File: src/rtl/fletcher_pkg.sv
// Shared types and arithmetic for the Fletcher-16x2 framer.
// mod_add folds the end-around carry so results stay in 0..65534.
package fletcher_pkg;

    typedef enum logic [1:0] {
        DATA    = 2'd0,
        TRAIL_B = 2'd1,
        TRAIL_A = 2'd2
    } state_t;

    localparam logic [15:0] MODULUS = 16'hFFFF;

    function automatic logic [15:0] mod_add(input logic [15:0] x, input logic [15:0] y);
        logic [16:0] sum;
        logic [15:0] folded;
        sum    = {1'b0, x} + {1'b0, y};
        folded = sum[15:0] + {15'd0, sum[16]};
        // 0xFFFF is congruent to zero; never let it escape as a checksum value
        return (folded == MODULUS) ? 16'h0000 : folded;
    endfunction

endpackage

File: src/rtl/fletcher16x2_accum.sv
// Running Fletcher a/b sums over 16-bit words, modulo 65535.
// b folds in the already-updated a on the same edge.
module fletcher16x2_accum
    import fletcher_pkg::*;
(
    input  logic        clk,
    input  logic        rst,
    input  logic        en,
    input  logic        clear,
    input  logic [15:0] din,
    output logic [15:0] a,
    output logic [15:0] b
);

    logic [15:0] a_next;

    assign a_next = mod_add(a, din);

    always_ff @(posedge clk or posedge rst) begin
        if (rst) begin
            a <= 16'h0000;
            b <= 16'h0000;
        end else if (clear) begin
            a <= 16'h0000;
            b <= 16'h0000;
        end else if (en) begin
            a <= a_next;
            b <= mod_add(b, a_next);
        end
    end

endmodule

File: src/rtl/fletcher_framer.sv
// Streams WordCount payload words through a one-word output register,
// then appends the Fletcher b and a trailer words (a marked last).
module fletcher_framer
    import fletcher_pkg::*;
#(
    parameter int WordCount = 256
) (
    input  logic        clk,
    input  logic        rst,
    input  logic        clr,
    input  logic [15:0] din,
    input  logic        din_valid,
    output logic        din_ready,
    output logic [15:0] dout,
    output logic        dout_valid,
    input  logic        dout_ready,
    output logic        dout_last
);

    state_t      state;
    logic [15:0] count;
    logic [15:0] a;
    logic [15:0] b;
    logic        slot_free;
    logic        accept;
    logic        last_word;
    logic        trail_done;

    assign slot_free  = !dout_valid || dout_ready;
    assign din_ready  = (state == DATA) && slot_free && !clr;
    assign accept     = din_valid && din_ready;
    assign last_word  = (count == 16'(WordCount - 1));
    assign trail_done = (state == TRAIL_A) && slot_free && !clr;

    fletcher16x2_accum u_accum (
        .clk   (clk),
        .rst   (rst),
        .en    (accept),
        .clear (clr || trail_done),
        .din   (din),
        .a     (a),
        .b     (b)
    );

    always_ff @(posedge clk or posedge rst) begin
        if (rst) begin
            state      <= DATA;
            count      <= 16'd0;
            dout       <= 16'h0000;
            dout_valid <= 1'b0;
            dout_last  <= 1'b0;
        end else if (clr) begin
            state      <= DATA;
            count      <= 16'd0;
            dout_valid <= 1'b0;
            dout_last  <= 1'b0;
        end else begin
            case (state)
                DATA: begin
                    if (accept) begin
                        dout       <= din;
                        dout_valid <= 1'b1;
                        dout_last  <= 1'b0;
                        count      <= count + 16'd1;
                        if (last_word) begin
                            state <= TRAIL_B;
                        end
                    end else if (dout_ready) begin
                        dout_valid <= 1'b0;
                        dout_last  <= 1'b0;
                    end
                end
                TRAIL_B: begin
                    // b already includes the final payload word here
                    if (slot_free) begin
                        dout       <= b;
                        dout_valid <= 1'b1;
                        dout_last  <= 1'b0;
                        state      <= TRAIL_A;
                    end
                end
                TRAIL_A: begin
                    if (slot_free) begin
                        dout       <= a;
                        dout_valid <= 1'b1;
                        dout_last  <= 1'b1;
                        count      <= 16'd0;
                        state      <= DATA;
                    end
                end
                default: begin
                    state <= DATA;
                end
            endcase
        end
    end

endmodule

File: config.mk
export PLATFORM = sky130hd
export DESIGN_NAME = fletcher_framer
export DESIGN_NICKNAME = d
export VERILOG_FILES = /design/src/rtl/fletcher_pkg.sv /design/src/rtl/fletcher16x2_accum.sv /design/src/rtl/fletcher_framer.sv
export SDC_FILE = /design/constraint.sdc
export NUM_CORES = 1
export LEC_CHECK = 0
export BUFFER_PORTS_ARGS = -buffer_cell sky130_fd_sc_hd__buf_2
export CORE_MARGIN = 2
export CORE_UTILIZATION = 61
export CTS_BUF_LIST = sky130_fd_sc_hd__clkbuf_8
export DETAILED_ROUTE_END_ITERATION = 8
export PLACE_DENSITY = 0.83
export SLEW_MARGIN = 5
export SYNTH_ARGS = -nofsm -noshare
export SYNTH_HDL_FRONTEND = slang
export SYNTH_SLANG_ARGS = --single-unit
export TNS_END_PERCENT = 100
File: constraint.sdc
create_clock -name clk -period 28.7 [get_ports clk]
set_input_delay 7.175 -clock clk [delete_from_list [all_inputs] [get_ports clk]]
set_output_delay 7.175 -clock clk [all_outputs]
set_load 0.03 [all_outputs]
# Word-level counts from Yosys, hierarchy flattened

Cells that the tools add are included.
W data, S select, Z words.

Flip-flop bits (word level): 68
Output and inout port bits: 19

$add $sub $neg: 5
Equality and inequality tests: 14
Multiplexer cells: 29
Bitwise operators: 1
Reductions and logical operators: 21

Operators by type and width:

| kind                    | number |
|---|---|
| $mux W16                | 12 |
| $pmux W16 S3            | 1 |
| $add A16 B16 Y17        | 2 |
| $add A16 B1 Y16         | 2 |
| $eq A16 B16 Y1 const B  | 2 |
| $pmux W16 S2            | 1 |
| $add A16 B1 Y16 const B | 1 |
| $eq A16 B8 Y1 const B   | 1 |
| $ne A3 B3 Y1 const B    | 4 |
| $mux W2                 | 5 |
| $reduce_bool A3 Y1      | 3 |
| $reduce_and A4 Y1       | 2 |
| $mux W1                 | 7 |
| $ne A2 B2 Y1 const B    | 3 |
| $pmux W2 S3             | 1 |
| $reduce_and A3 Y1       | 2 |
| $logic_and A1 B1 Y1     | 5 |
| $reduce_and A5 Y1       | 1 |
| $ne A4 B4 Y1 const B    | 1 |
| $reduce_bool A4 Y1      | 1 |
| $ne A3 B1 Y1 const B    | 1 |
| $pmux W1 S3             | 1 |
| $eq A2 B1 Y1 const B    | 1 |
| $eq A2 B2 Y1 const B    | 1 |
| other kinds (7)         | 9 |

# Longest topological paths before layout

Word-level depth: 10
Depth in mapped cells: 48
Depth with buffers taken out: 44

# Hierarchy

Synthesis repeated with hierarchy kept, for this count alone.

Cells, all modules: 781
Area total of the unflattened synthesis: 6691.4 um^2

Modules (own cells, without submodules):

| module             | instances | cells an instance | area an instance (um^2) | sequential area each (um^2) |
|---|---|---|---|---|
| fletcher16x2_accum | 1         | 544               | 4465.5                  | 800.8 |
| fletcher_framer    | 1         | 237               | 2225.9                  | 900.9 |

# Worst setup path after synthesis

OpenSTA, ideal clock, no wires.

Kind: in2reg
From: input port din[0]
To: register u_accum.b[0]
Setup time: 0.122 ns
Arrival: 16.092 ns
Data required time: 28.578 ns
Path slack: 12.486 ns
Stages on the path: 46
Buffers on the path: 4
Cell sequence: ha_1 -> fa_1 -> a21o_1 -> a221o_2 -> a211oi_2 -> o21a_1 -> o31ai_1 -> a21o_1 -> ha_1 -> ha_1 -> buf_4 -> o211ai_1 -> nor4_2 -> nand3_1 -> nor2_1 -> and3_2 -> a211oi_4 -> nand3_1 -> [... 10 more ...] -> a221oi_1 -> o31a_1 -> mux2i_1 -> a21oi_1 -> o21bai_1 -> a21o_1 -> a21o_1 -> a21o_1 -> ha_1 -> and3_1 -> bufbuf_16 -> nor3_1 -> nand4_1 -> a311oi_2 -> nand4_2 -> or4b_4 -> buf_6 -> a32o_1

Longest elaborated chain between the ends: 10

Ends and longest elaborated chain:

| what                   | RTL line                 | text |
|---|---|---|
| start: declaration     | fletcher_framer.sv:11    | `input logic [15:0] din,` |
| $add A16 B16 Y17 *     | fletcher_pkg.sv:16       | `sum = {1'b0, x} + {1'b0, y};` |
| $add A16 B1 Y16 *      | fletcher_pkg.sv:17       | `folded = sum[15:0] + {15'd0, sum[16]};` |
| $eq A16 B16 Y1         | fletcher_pkg.sv:19       | `return (folded == MODULUS) ? 16'h0000 : folded;` |
| $mux W16 *             | fletcher_pkg.sv:19       |  |
| $add A16 B16 Y17 *     | fletcher_pkg.sv:16       |  |
| $add A16 B1 Y16 *      | fletcher_pkg.sv:17       |  |
| $eq A16 B16 Y1         | fletcher_pkg.sv:19       |  |
| $mux W16 *             | fletcher_pkg.sv:19       |  |
| $mux W16 *             | fletcher16x2_accum.sv:26 | `end else if (en) begin` |
| $mux W16 *             | fletcher16x2_accum.sv:23 | `end else if (clear) begin` |
| end signal: assignment | fletcher16x2_accum.sv:28 | `b <= mod_add(b, a_next);` |
| end: declaration       | fletcher16x2_accum.sv:12 | `output logic [15:0] b` |

Every way passes the cells marked *; elsewhere a longest branch is shown, timed or not. The select of a mux whose other input is x is not followed.
A chain may end at the register's enable or synchronous reset.

# Worst setup path after layout

From: input port din[0]
To: register u_accum.b[1]

The elaborated chain is that of the path after synthesis.

==> results.py <==
metrics = {
    "placed_design": {
        "place.gp.congestion": 1.04,
        "dp_hpwl_um": 15400,
        "dp_slack_ns": 11.54,
        "io_buffer_count": 39,
        "place_area_um2": 6880,
        "dpl.cell_count": 969,
    },
    "pwr": {
        "p_sw_share_pct": 51.9,
        "vdd_ir_drop_max_v": 0.0000781,
        "intPower_mw": 0.299,
        "power_density_nw_per_um2": 87.8,
        "switching_power_mw": 0.323,
        "p_comb_share_pct": 63.5,
        "seqPwrFrac_pct": 22.9,
        "finalPower_mw": 0.622,
        "leakage_nw": 3.06,
        "power.share.clock_pct": 13.6,
    },
    "drt": {
        "firstDrtPassIters": 7,
        "via_per_inst": 6.82,
        "ant_nets": 0,
        "routed-wl-met3_um": 2000,
        "wl_um": 20000,
        "drt-initial-drc-count": 844,
        "drc": 0,
        "met2WireLength_um": 8890,
        "highest_layer": "met4",
        "wl_per_cell_um": 20.3,
        "drt-met1-wl_um": 8320,
        "vias": 6714,
    },
    "layout": {
        "syn2layout_area_growth_pct": 4.75,
        "diodes": 0,
        "post-route-util_pct": 65.4,
        "final_cell_area_um2": 7090,
        "layout-drive-gt1-share_pct": 12.2,
        "fillers": 930,
        "multiInputGateArea_um2": 4720,
        "nNetsFinal": 900,
        "register_area_um2": 1700,
        "instances_no_fill": 985,
    },
    "clock_network": {
        "clk_latency_ns": 0.35,
        "cts_max_level": 3,
        "cts_resized": 0,
        "cts-root-buf": "clkbuf_8",
        "cts_tree": "done",
        "cts_made_buffers": 9,
        "clk_pin_slew_ns": 0.07,
        "clockBufferDepth": 2,
        "cts_sinks": 68,
        "cts_hold_buffers": 0,
        "postCtsSetupBuffers": 0,
    },
    "floorplan": {
        "row_count": 38,
        "io_pins": 40,
        "fp.dieH_um": 109,
        "fp.dieW_um": 109,
        "coreArea_um2": 10800,
        "dieArea_um2": 12000,
        "start_util_pct": 62.4,
    },
    "yosys": {
        "synth_fp_nets": 892,
        "yosys_register_bits": 68,
        "async_reset_ff_share_pct": 100,
        "netlist_instances": 832,
        "avgSynthCellArea_um2": 8.13,
        "synthTopCellsByArea": "dfrtp_1, ha_1, o21ai_0",
        "ys_types": 98,
        "yosys-top-cells-count": "nand2_1, o21ai_0, nor2_1",
        "yosys_warnings": 0,
        "yosysSeqAreaShare_pct": 25.1,
        "ys.flop_type": "dfrtp_1",
        "synth.most_common_cell": "nand2_1",
        "netlist_area_um2": 6770,
        "yosysTopAreaCell": "dfrtp_1",
        "synth_top_area_share_pct": 25.1,
        "synth_enable_flop_cells": 0,
    },
    "grt": {
        "grt_overflow": 0,
        "antenna_found_initial": 0,
        "grt_pass1_wl_um": 31500,
        "grt_pass1_vias": 6280,
        "grt_max_degree": 69,
        "track_usage_pct": 33.9,
    },
    "setup_path": {
        "crit_type": "input port to flop",
        "path_common_cell": "ha_1",
        "path_buf_inv": 3,
        "cp.required_ns": 28.93,
        "worstSetupEndpointType": "flop",
        "crit_slowest_cell": "or4b_4",
        "crit_path_start_kind": "input port",
        "critPathArrivalTime_ns": 17.30,
        "crit_family": "compound AO/OA/AOI/OAI gates",
        "worstPathMaxFanout": 13,
        "cpPeakStageDelay_ns": 0.61,
    },
    "timing": {
        "rsz0062_at_grt": "no",
        "fin_crit_sh_pct": 59.5,
        "setup_viol": 0,
        "slew_viol_final": 0,
        "hold_slack_ns": 0.480,
        "fin_skew_ns": 0.00640,
        "max_freq_ghz": 0.0586,
        "worst_slack_ns": 11.64,
        "period_needed_ns": 17.06,
        "setup-tns-final_ns": 0,
        "hold_violations": 0,
        "tightest_slew_ns": 1.11,
        "slew_headroom_pct": 25.4,
    },
    "run": {
        "maxCapViolCount": 0,
    },
    "min_path": {
        "hp-class": "flop to flop",
    },
    "outcome": {
        "status": "finished, final reports clean",
    },
}
==> sequential cells by signal, indices dropped and copies added, names as in the netlist <==
signal / cells
u_accum.b: 16
state: 2
u_accum.a: 16
dout_valid: 1
dout_last: 1
count: 16
dout: 16
==> cell type report <==
class                   instances  area share [%]
inverters                      18           0.953
repair buffers                 41            2.97
clock buffers                   9            1.75
well taps                     140            2.47
multi-input cells             702            66.7
clock inverters                 7            1.20
flip-flops and latches         68            24.0
==> layer usage <==
metal	vias up	GRT usage (%)
met3	76	7.59
met5	-	0
met4	0	13.8
li1	3091	-
met1	3163	44.9
met2	384	53.7
==> cell families after synthesis <==
logic type / Yosys count / synth area share [%]
AOI/OAI and AO/OA: 267 / 27.8
xor gates and xnor gates: 64 / 8.73
adders and majority gates: 42 / 7.90
buffers and inverters: 62 / 5.03
DFF: 68 / 25.1
muxes: 7 / 1.09
and+or+nand+nor: 322 / 24.3
==> power by group through the flow <==
| stage | Sequential, mW | Clock (mW) | Combinational (mW) |
|---|---|---|---|
| 2_1_floorplan | 0.155 | 0 | 0.282 |
| 4_1_cts | 0.142 | 0.0849 | 0.386 |
| 6_report | 0.142 | 0.0848 | 0.395 |
| 5_1_grt | 0.145 | 0.0888 | 0.432 |
| 3_3_place_gp | 0.142 | 0 | 0.375 |
| 3_5_place_dp | 0.144 | 0 | 0.383 |
==> cell usage in the layout, fill, tap and decap left out, types with 14 or more instances in the layout <==
cell / n
xor2_1: 25
buf_2: 39
dfrtp_1: 68
a22oi_1: 20
nand2_1: 104
a32o_1: 14
ha_1: 37
o21ai_0: 80
a21oi_1: 42
xnor2_1: 35
nor2_1: 70
inv_1: 20
nor3_1: 22
nand3_1: 29
a21o_1: 16
==> worst register-to-register path: cells and delay by family, from the launching register on <==
family,cells,cell delay (ns)
compound gates,21,4.09
fa+ha+maj,9,2.42
buf+inv,2,0.14
flops,1,0.41
mux,2,0.35
simple gates,10,3.02
==> final timing paths <==
check | end | cells after the start | startpoint | slack (ns)
max in group asynchronous | u_accum.b[4] | 3 | rst | 21.07
min in group asynchronous | dout[4] | 3 | rst | 7.07
worst max-delay path | u_accum.b[1] | 45 | din[0] | 11.64
worst max register to register | u_accum.b[1] | 44 | u_accum.a[0] | 18.16
worst min-delay path | dout[3] | 2 | dout[3] | 0.48
worst min register to register | dout[3] | 2 | dout[3] | 0.48
(Power assumes the default switching activity.)
